## config.mk

```make
export PLATFORM = sky130hd
export DESIGN_NAME = pt226x_encoder_gen2
export DESIGN_NICKNAME = d
export VERILOG_FILES = /design/src/rtl/pt226x_encoder_gen2.sv
export SDC_FILE = /design/constraint.sdc
export NUM_CORES = 1
export LEC_CHECK = 0
export BUFFER_PORTS_ARGS = -buffer_cell sky130_fd_sc_hd__buf_4
export CAP_MARGIN = 20
export CORE_ASPECT_RATIO = 0.6
export CORE_MARGIN = 2
export CORE_UTILIZATION = 24
export DETAILED_ROUTE_END_ITERATION = 10
export PLACE_DENSITY = 0.49
export SLEW_MARGIN = 5
export SYNTH_ARGS = -nofsm -noshare
export SYNTH_HDL_FRONTEND = slang
export SYNTH_SLANG_ARGS = --single-unit
```

## constraint.sdc

```tcl
create_clock -name clk -period 3 [get_ports clk]
set_input_delay 0.45 -clock clk [delete_from_list [all_inputs] [get_ports clk]]
set_output_delay 0.45 -clock clk [all_outputs]
set_load 0.02 [all_outputs]
```

## src/rtl/pt226x_encoder_gen2.sv

```systemverilog
// PT2262-style tri-state encoder with start/busy handshake,
// frame repeat count and continuous (key-held) transmission.
module pt226x_encoder_gen2 #(
    parameter int ADDR_BITS = 8,
    parameter int DATA_BITS = 4,
    parameter int ALPHA_CYC = 4,
    parameter int REPEAT    = 4,
    localparam int DW = (DATA_BITS > 0) ? DATA_BITS : 1
) (
    input  logic                 clk,
    input  logic                 reset,
    input  logic                 start,
    input  logic                 continuous,
    input  logic [ADDR_BITS-1:0] addr_val,
    input  logic [ADDR_BITS-1:0] addr_float,
    input  logic [DW-1:0]        data,
    output logic                 busy,
    output logic                 sync,
    output logic                 frame_done,
    output logic                 cod_o
);

    localparam int N  = ADDR_BITS + DATA_BITS;
    localparam int BW = (N > 1) ? $clog2(N) : 1;
    localparam int PW = (ALPHA_CYC > 1) ? $clog2(ALPHA_CYC) : 1;
    localparam int FW = $clog2(REPEAT + 1);

    localparam logic [PW-1:0] PMAX  = PW'(ALPHA_CYC - 1);
    localparam logic [BW-1:0] LASTB = BW'(N - 1);
    localparam logic [FW-1:0] RMAX  = FW'(REPEAT);

    typedef enum logic [1:0] {
        IDLE,
        BITS,
        SYNC
    } state_t;

    state_t        state_q, state_d;
    logic [PW-1:0] presc_q, presc_d;
    logic [6:0]    unit_q, unit_d;
    logic [BW-1:0] bit_q, bit_d;
    logic [FW-1:0] frm_q, frm_d;
    logic [N-1:0]  val_q, val_d;
    logic [N-1:0]  flt_q, flt_d;
    logic          cod_q, cod_d;
    logic          busy_q, busy_d;
    logic          sync_q, sync_d;
    logic          fd_q, fd_d;

    logic [N-1:0]  in_val;
    logic [N-1:0]  in_flt;
    logic          tick;
    logic [FW-1:0] frm_sat;
    logic          s_val;
    logic          s_flt;
    logic          bit_hi;
    logic [3:0]    rr;
    logic          first;

    // Gather address and data into one symbol vector, bit 0 sent first
    always_comb begin
        in_val = '0;
        in_flt = '0;
        in_val[ADDR_BITS-1:0] = addr_val;
        in_flt[ADDR_BITS-1:0] = addr_float;
        for (int i = 0; i < DATA_BITS; i++) begin
            in_val[ADDR_BITS+i] = data[i];
        end
    end

    assign tick    = (presc_q == PMAX);
    assign frm_sat = (frm_q == RMAX) ? frm_q : frm_q + 1'b1;

    // Next-state: prescaler, alpha/bit counters, frame counter, latches
    always_comb begin
        state_d = state_q;
        presc_d = presc_q;
        unit_d  = unit_q;
        bit_d   = bit_q;
        frm_d   = frm_q;
        val_d   = val_q;
        flt_d   = flt_q;
        unique case (state_q)
            IDLE: begin
                if (start) begin
                    state_d = BITS;
                    presc_d = '0;
                    unit_d  = '0;
                    bit_d   = '0;
                    frm_d   = '0;
                    val_d   = in_val;
                    flt_d   = in_flt;
                end
            end
            BITS: begin
                presc_d = tick ? '0 : presc_q + 1'b1;
                if (tick) begin
                    if (unit_q == 7'd31) begin
                        unit_d = '0;
                        if (bit_q == LASTB) begin
                            state_d = SYNC;
                        end else begin
                            bit_d = bit_q + 1'b1;
                        end
                    end else begin
                        unit_d = unit_q + 1'b1;
                    end
                end
            end
            SYNC: begin
                presc_d = tick ? '0 : presc_q + 1'b1;
                if (tick) begin
                    if (unit_q == 7'd127) begin
                        frm_d  = frm_sat;
                        unit_d = '0;
                        bit_d  = '0;
                        if (frm_sat >= RMAX && !continuous) begin
                            state_d = IDLE;
                        end else begin
                            state_d = BITS;
                            val_d   = in_val;
                            flt_d   = in_flt;
                        end
                    end else begin
                        unit_d = unit_q + 1'b1;
                    end
                end
            end
            default: state_d = IDLE;
        endcase
    end

    // Select the symbol that the next cycle will be transmitting
    always_comb begin
        s_val = 1'b0;
        s_flt = 1'b0;
        for (int i = 0; i < N; i++) begin
            if (bit_d == BW'(i)) begin
                s_val = val_d[i];
                s_flt = flt_d[i];
            end
        end
    end

    // Pulse shaping: each bit is two 16-alpha halves, high 4 or 12
    always_comb begin
        rr    = unit_d[3:0];
        first = ~unit_d[4];
        if (s_flt) begin
            bit_hi = first ? (rr < 4'd4) : (rr < 4'd12);
        end else if (s_val) begin
            bit_hi = (rr < 4'd12);
        end else begin
            bit_hi = (rr < 4'd4);
        end
        busy_d = (state_d != IDLE);
        sync_d = (state_d == SYNC);
        fd_d   = (state_d == SYNC) && (unit_d == 7'd127)
                 && (presc_d == PMAX);
        cod_d  = ((state_d == BITS) && bit_hi)
                 || ((state_d == SYNC) && (unit_d < 7'd4));
    end

    // State and registered outputs
    always_ff @(posedge clk) begin
        if (reset) begin
            state_q <= IDLE;
            presc_q <= '0;
            unit_q  <= '0;
            bit_q   <= '0;
            frm_q   <= '0;
            val_q   <= '0;
            flt_q   <= '0;
            cod_q   <= 1'b0;
            busy_q  <= 1'b0;
            sync_q  <= 1'b0;
            fd_q    <= 1'b0;
        end else begin
            state_q <= state_d;
            presc_q <= presc_d;
            unit_q  <= unit_d;
            bit_q   <= bit_d;
            frm_q   <= frm_d;
            val_q   <= val_d;
            flt_q   <= flt_d;
            cod_q   <= cod_d;
            busy_q  <= busy_d;
            sync_q  <= sync_d;
            fd_q    <= fd_d;
        end
    end

    assign cod_o      = cod_q;
    assign busy       = busy_q;
    assign sync       = sync_q;
    assign frame_done = fd_q;

endmodule

```

==> qor.csv <==
stage,metric,value,unit
logic_synthesis,synth.distinct_cells,64,
timing,slew_violations,0,
logic_synthesis,syn-mean-instance-area,8.580,um^2
power_and_ir_drop,swShare,23.94,%
grt,antenna_found_initial,0,
power_and_ir_drop,seq_power_share,43.8,%
power_and_ir_drop,p_leak,1.321,nW
logic_synthesis,synth_warnings,0,
floorplanning,chipHeight,83.55,um
logic_synthesis,ys_seq_area_share,36.38,%
setup_path,arrival,3070,ps
timing,finalHoldViolations,0,
outcome,outcome,"complete, no violations",
grt,first_global_vias,2132,
route,route.detailed.drc,0,
clock_network,post_cts_buffers,0,
timing,setup_viol,0,
clock_network,cts_root_buf,clkbuf_16,
placed_design,hpwl,5290,um
setup_path,path_buf_inv,1,
timing,worstMarginPinSlew,621.3,ps
floorplanning,coreArea,10050,um^2
timing,fmax,0.3501,GHz
route,wirelength,6964,um
floorplanning,start_util,25.17,%
setup_path,path_cells,ha_2 > nand4_1 > o21a_1 > buf_4 > a211o_1 > a21oi_2 > nor4b_4 > nand2_1 > o31ai_1 > a32oi_1 > o211ai_2,
placed_design,placed_area,2995,um^2
final_layout,final_cells,471,
clock_network,htree_levels,2,
placed_design,dp.cells,463,
logic_synthesis,postSynthCellCount,295,
logic_synthesis,synth_async_sr_flop_share,0,%
setup_path,ff2ff_path_depth,11,
final_layout,n_antenna_cell,0,
timing,finalCritPeriodShare,95.21,%
route,dr.pass1.iters,5,
logic_synthesis,ys_ff_latch,46,
timing,relSlewSlack,58.23,%
worst_hold_path,hold-path-cell-count,3,
setup_path,endpoint_kind,register,
clock_network,cts_buffers,5,
worst_hold_path,hold_class,in2reg,
setup_path,path_delay_family,compound AO/OA/AOI/OAI gates,
power_and_ir_drop,pwr-share-clk,42.6,%
power_and_ir_drop,combPwrFrac,13.5,%
timing,layout_setup_ws,143.7,ps
route,drt-vias-per-instance,5.006,
logic_synthesis,synth_edf_count,0,
grt,grtUsageTotal,12.60,%
power_and_ir_drop,power_density,458.7,nW/um^2
setup_path,r2r-start,presc_q[1],
setup_path,cp_slowest_stage_delay,360,ps
power_and_ir_drop,internal_power,1.116,mW
clock_network,cts.sinks,46,
job,drv_cap,0,
floorplanning,ios,28,
final_layout,fin_area,3198,um^2
timing,finClkSkew,4.544,ps
worst_hold_path,hold_path_end,flt_q[3],
setup_path,cp.required,3220,ps
route,drtAntennaViolNets,0,
final_layout,drive_gt1_share,24.40,%
clock_network,clock_path_buffers,2,
route,wl_per_cell,14.79,um
timing,fin_tns_setup,0,ps
setup_path,crit-reg2reg-capture,cod_o,
placed_design,port_buffers,27,
power_and_ir_drop,p_sw,0.3512,mW
setup_path,worst_path_max_delay_cell,dfxtp_1,
final_layout,area_growth,26.35,%
setup_path,path_max_fanout,6,
timing,period_minus_slack,2856,ps
setup_path,reg2reg_slack,140,ps
placed_design,dp_slack,43.90,ps
grt,grt-ovfl-total,0,
final_layout,nets,368,
grt,grt_pass1_wl,11220,um
power_and_ir_drop,vdd_ir_drop_max,0.2079,mV
grt,grt_max_degree,40,
logic_synthesis,synth_ff_type,dfxtp_1,
logic_synthesis,synth_area,2531,um^2
clock_network,insertion_delay,290,ps
floorplanning,placementRows,28,
route,dr_total_vias,2358,
floorplanning,die_x,136.6,um
setup_path,path_class,reg2reg,
route,drt_iter0_drc,164,
clock_network,path_clk_slew,60,ps
logic_synthesis,syn_nets,328,
clock_network,cts_tree,built,
power_and_ir_drop,total_power,1.467,mW
setup_path,start_kind,register,
placed_design,gp_routability_congestion,0.8340,
floorplanning,die_area,11410,um^2
worst_hold_path,hp-start,addr_float[3],
## cell usage in the layout, fill, tap and decap left out, types with 3 or more instances in the layout
cell,n
nand2_1,26
inv_1,7
and2_1,8
nor4_1,3
mux2i_1,6
a21oi_1,10
and3_1,3
o21ai_0,10
nor2_1,39
nor2b_1,5
a31oi_1,4
dfxtp_1,46
nand4_1,6
buf_4,47
o31ai_1,3
ha_2,3
o21a_1,3
nand3_1,6
ha_1,6
nor3_1,6
a211o_1,3
a22oi_1,22
clkbuf_16,5
## area by class of cell
cell class                      instances  area [um^2]
Timing Repair Buffer                   49        392.9
Tap cell                              135        168.9
Clock buffer                            7        132.6
Multi-Input combinational cell        226         1526
Clock inverter                          1        30.03
Sequential cell                        46        920.9
Fill cell                            1047         6857
Inverter                                7        26.28
## stage by stage
stage,util (%),hold slack [ps]
floorplan,-,422.1
global placement,29.79,440.7
detailed placement,29.79,438.4
CTS,31.41,412.8
global route,31.81,423.6
finish,31.81,416.7
## worst max-delay path by stage
stage                     slack (ps)        from     to  cells past startpoint
after global routing             -10   unit_q[1]  cod_o                     13
after CTS                         20  state_q[0]  cod_o                     10
after floorplan                  400  state_q[0]  cod_o                     11
after global placement            60  state_q[0]  cod_o                     10
after detailed placement          40  state_q[0]  cod_o                     10
final                            140  presc_q[1]  cod_o                     11
## per-layer routing
| layer | share of wire [%] | vias to the layer above | wire length (um) | GRT usage [%] |
|---|---|---|---|---|
| li1 | - | 1168 | - | - |
| met5 | 0 | - | 0 | 0 |
| met4 | 0.56 | 0 | 39 | 2.273 |
| met1 | 57 | 1102 | 3984 | 21.62 |
| met2 | 35 | 83 | 2447 | 14.64 |
| met3 | 7.1 | 5 | 493 | 3.218 |
## power by group through the flow
stage	sequential, mW	combinational (mW)	clock (mW)
5_1_grt	0.645	0.220	0.673
6_report	0.643	0.199	0.625
3_5_place_dp	0.657	0.193	0
2_1_floorplan	0.659	0.114	0
4_1_cts	0.643	0.194	0.644
3_3_place_gp	0.656	0.193	0
## synth_stat cells, drive strengths merged, types with 2 or more instances
cell type   n  area (um^2)
dfxtp      46        920.9
nor2       40        152.6
nand2      28        107.6
a22oi      24        185.2
a21oi      12        75.08
buf        12        82.58
o21ai      12        63.81
ha          9        112.6
and2        8        50.05
inv         7        26.28
nor3        7        40.04
mux2i       6        60.06
nand3       6        30.03
nand4       6        37.54
nor2b       5        31.28
o31ai       5        42.54
a31oi       4        25.02
clkbuf      4        15.01
or2         4        25.03
a211o       3        26.28
and2b       3        25.02
and3        3        18.77
and4        3        27.53
nor4        3        18.77
o21a        3        22.52
a2111oi     2        17.52
a211oi      2        15.01
a32o        2        20.02
nand2b      2        12.51
nand3b      2        15.01
o211ai      2        20.02
o21bai      2        15.01
or4         2        15.01
## sequential cells by signal, indices dropped and copies added (netlist names), 2 cells and up
signal   cells
bit_q        4
flt_q       12
frm_q        3
presc_q      2
state_q      2
unit_q       7
val_q       12
## worst register-to-register path, stage by stage (launching register included)
cell	delay, ps
dfxtp_1	360
ha_2	250
nand4_1	250
o21a_1	320
buf_4	160
a211o_1	270
a21oi_2	260
nor4b_4	320
nand2_1	110
o31ai_1	220
a32oi_1	160
o211ai_2	110
## cells by family (layout without fill, tap and decap cells)
| kind of cell | Yosys count | count (layout) | synth area share, % |
|---|---|---|---|
| adders and majority gates | 9 | 9 | 4.449 |
| buffers and inverters | 23 | 64 | 4.894 |
| AOI/OAI and AO/OA | 82 | 82 | 24.17 |
| muxes | 7 | 7 | 2.818 |
| and+or+nand+nor | 127 | 127 | 26.94 |
| xor gates and xnor gates | 1 | 1 | 0.3461 |
| DFF | 46 | 46 | 36.38 |
## timing repair
item                                    4_1_cts  5_1_grt
endpoints found under the setup margin        0        1
gates resized for setup                       0       12
hold buffers                                  0        0
(Power assumes the default switching activity.)
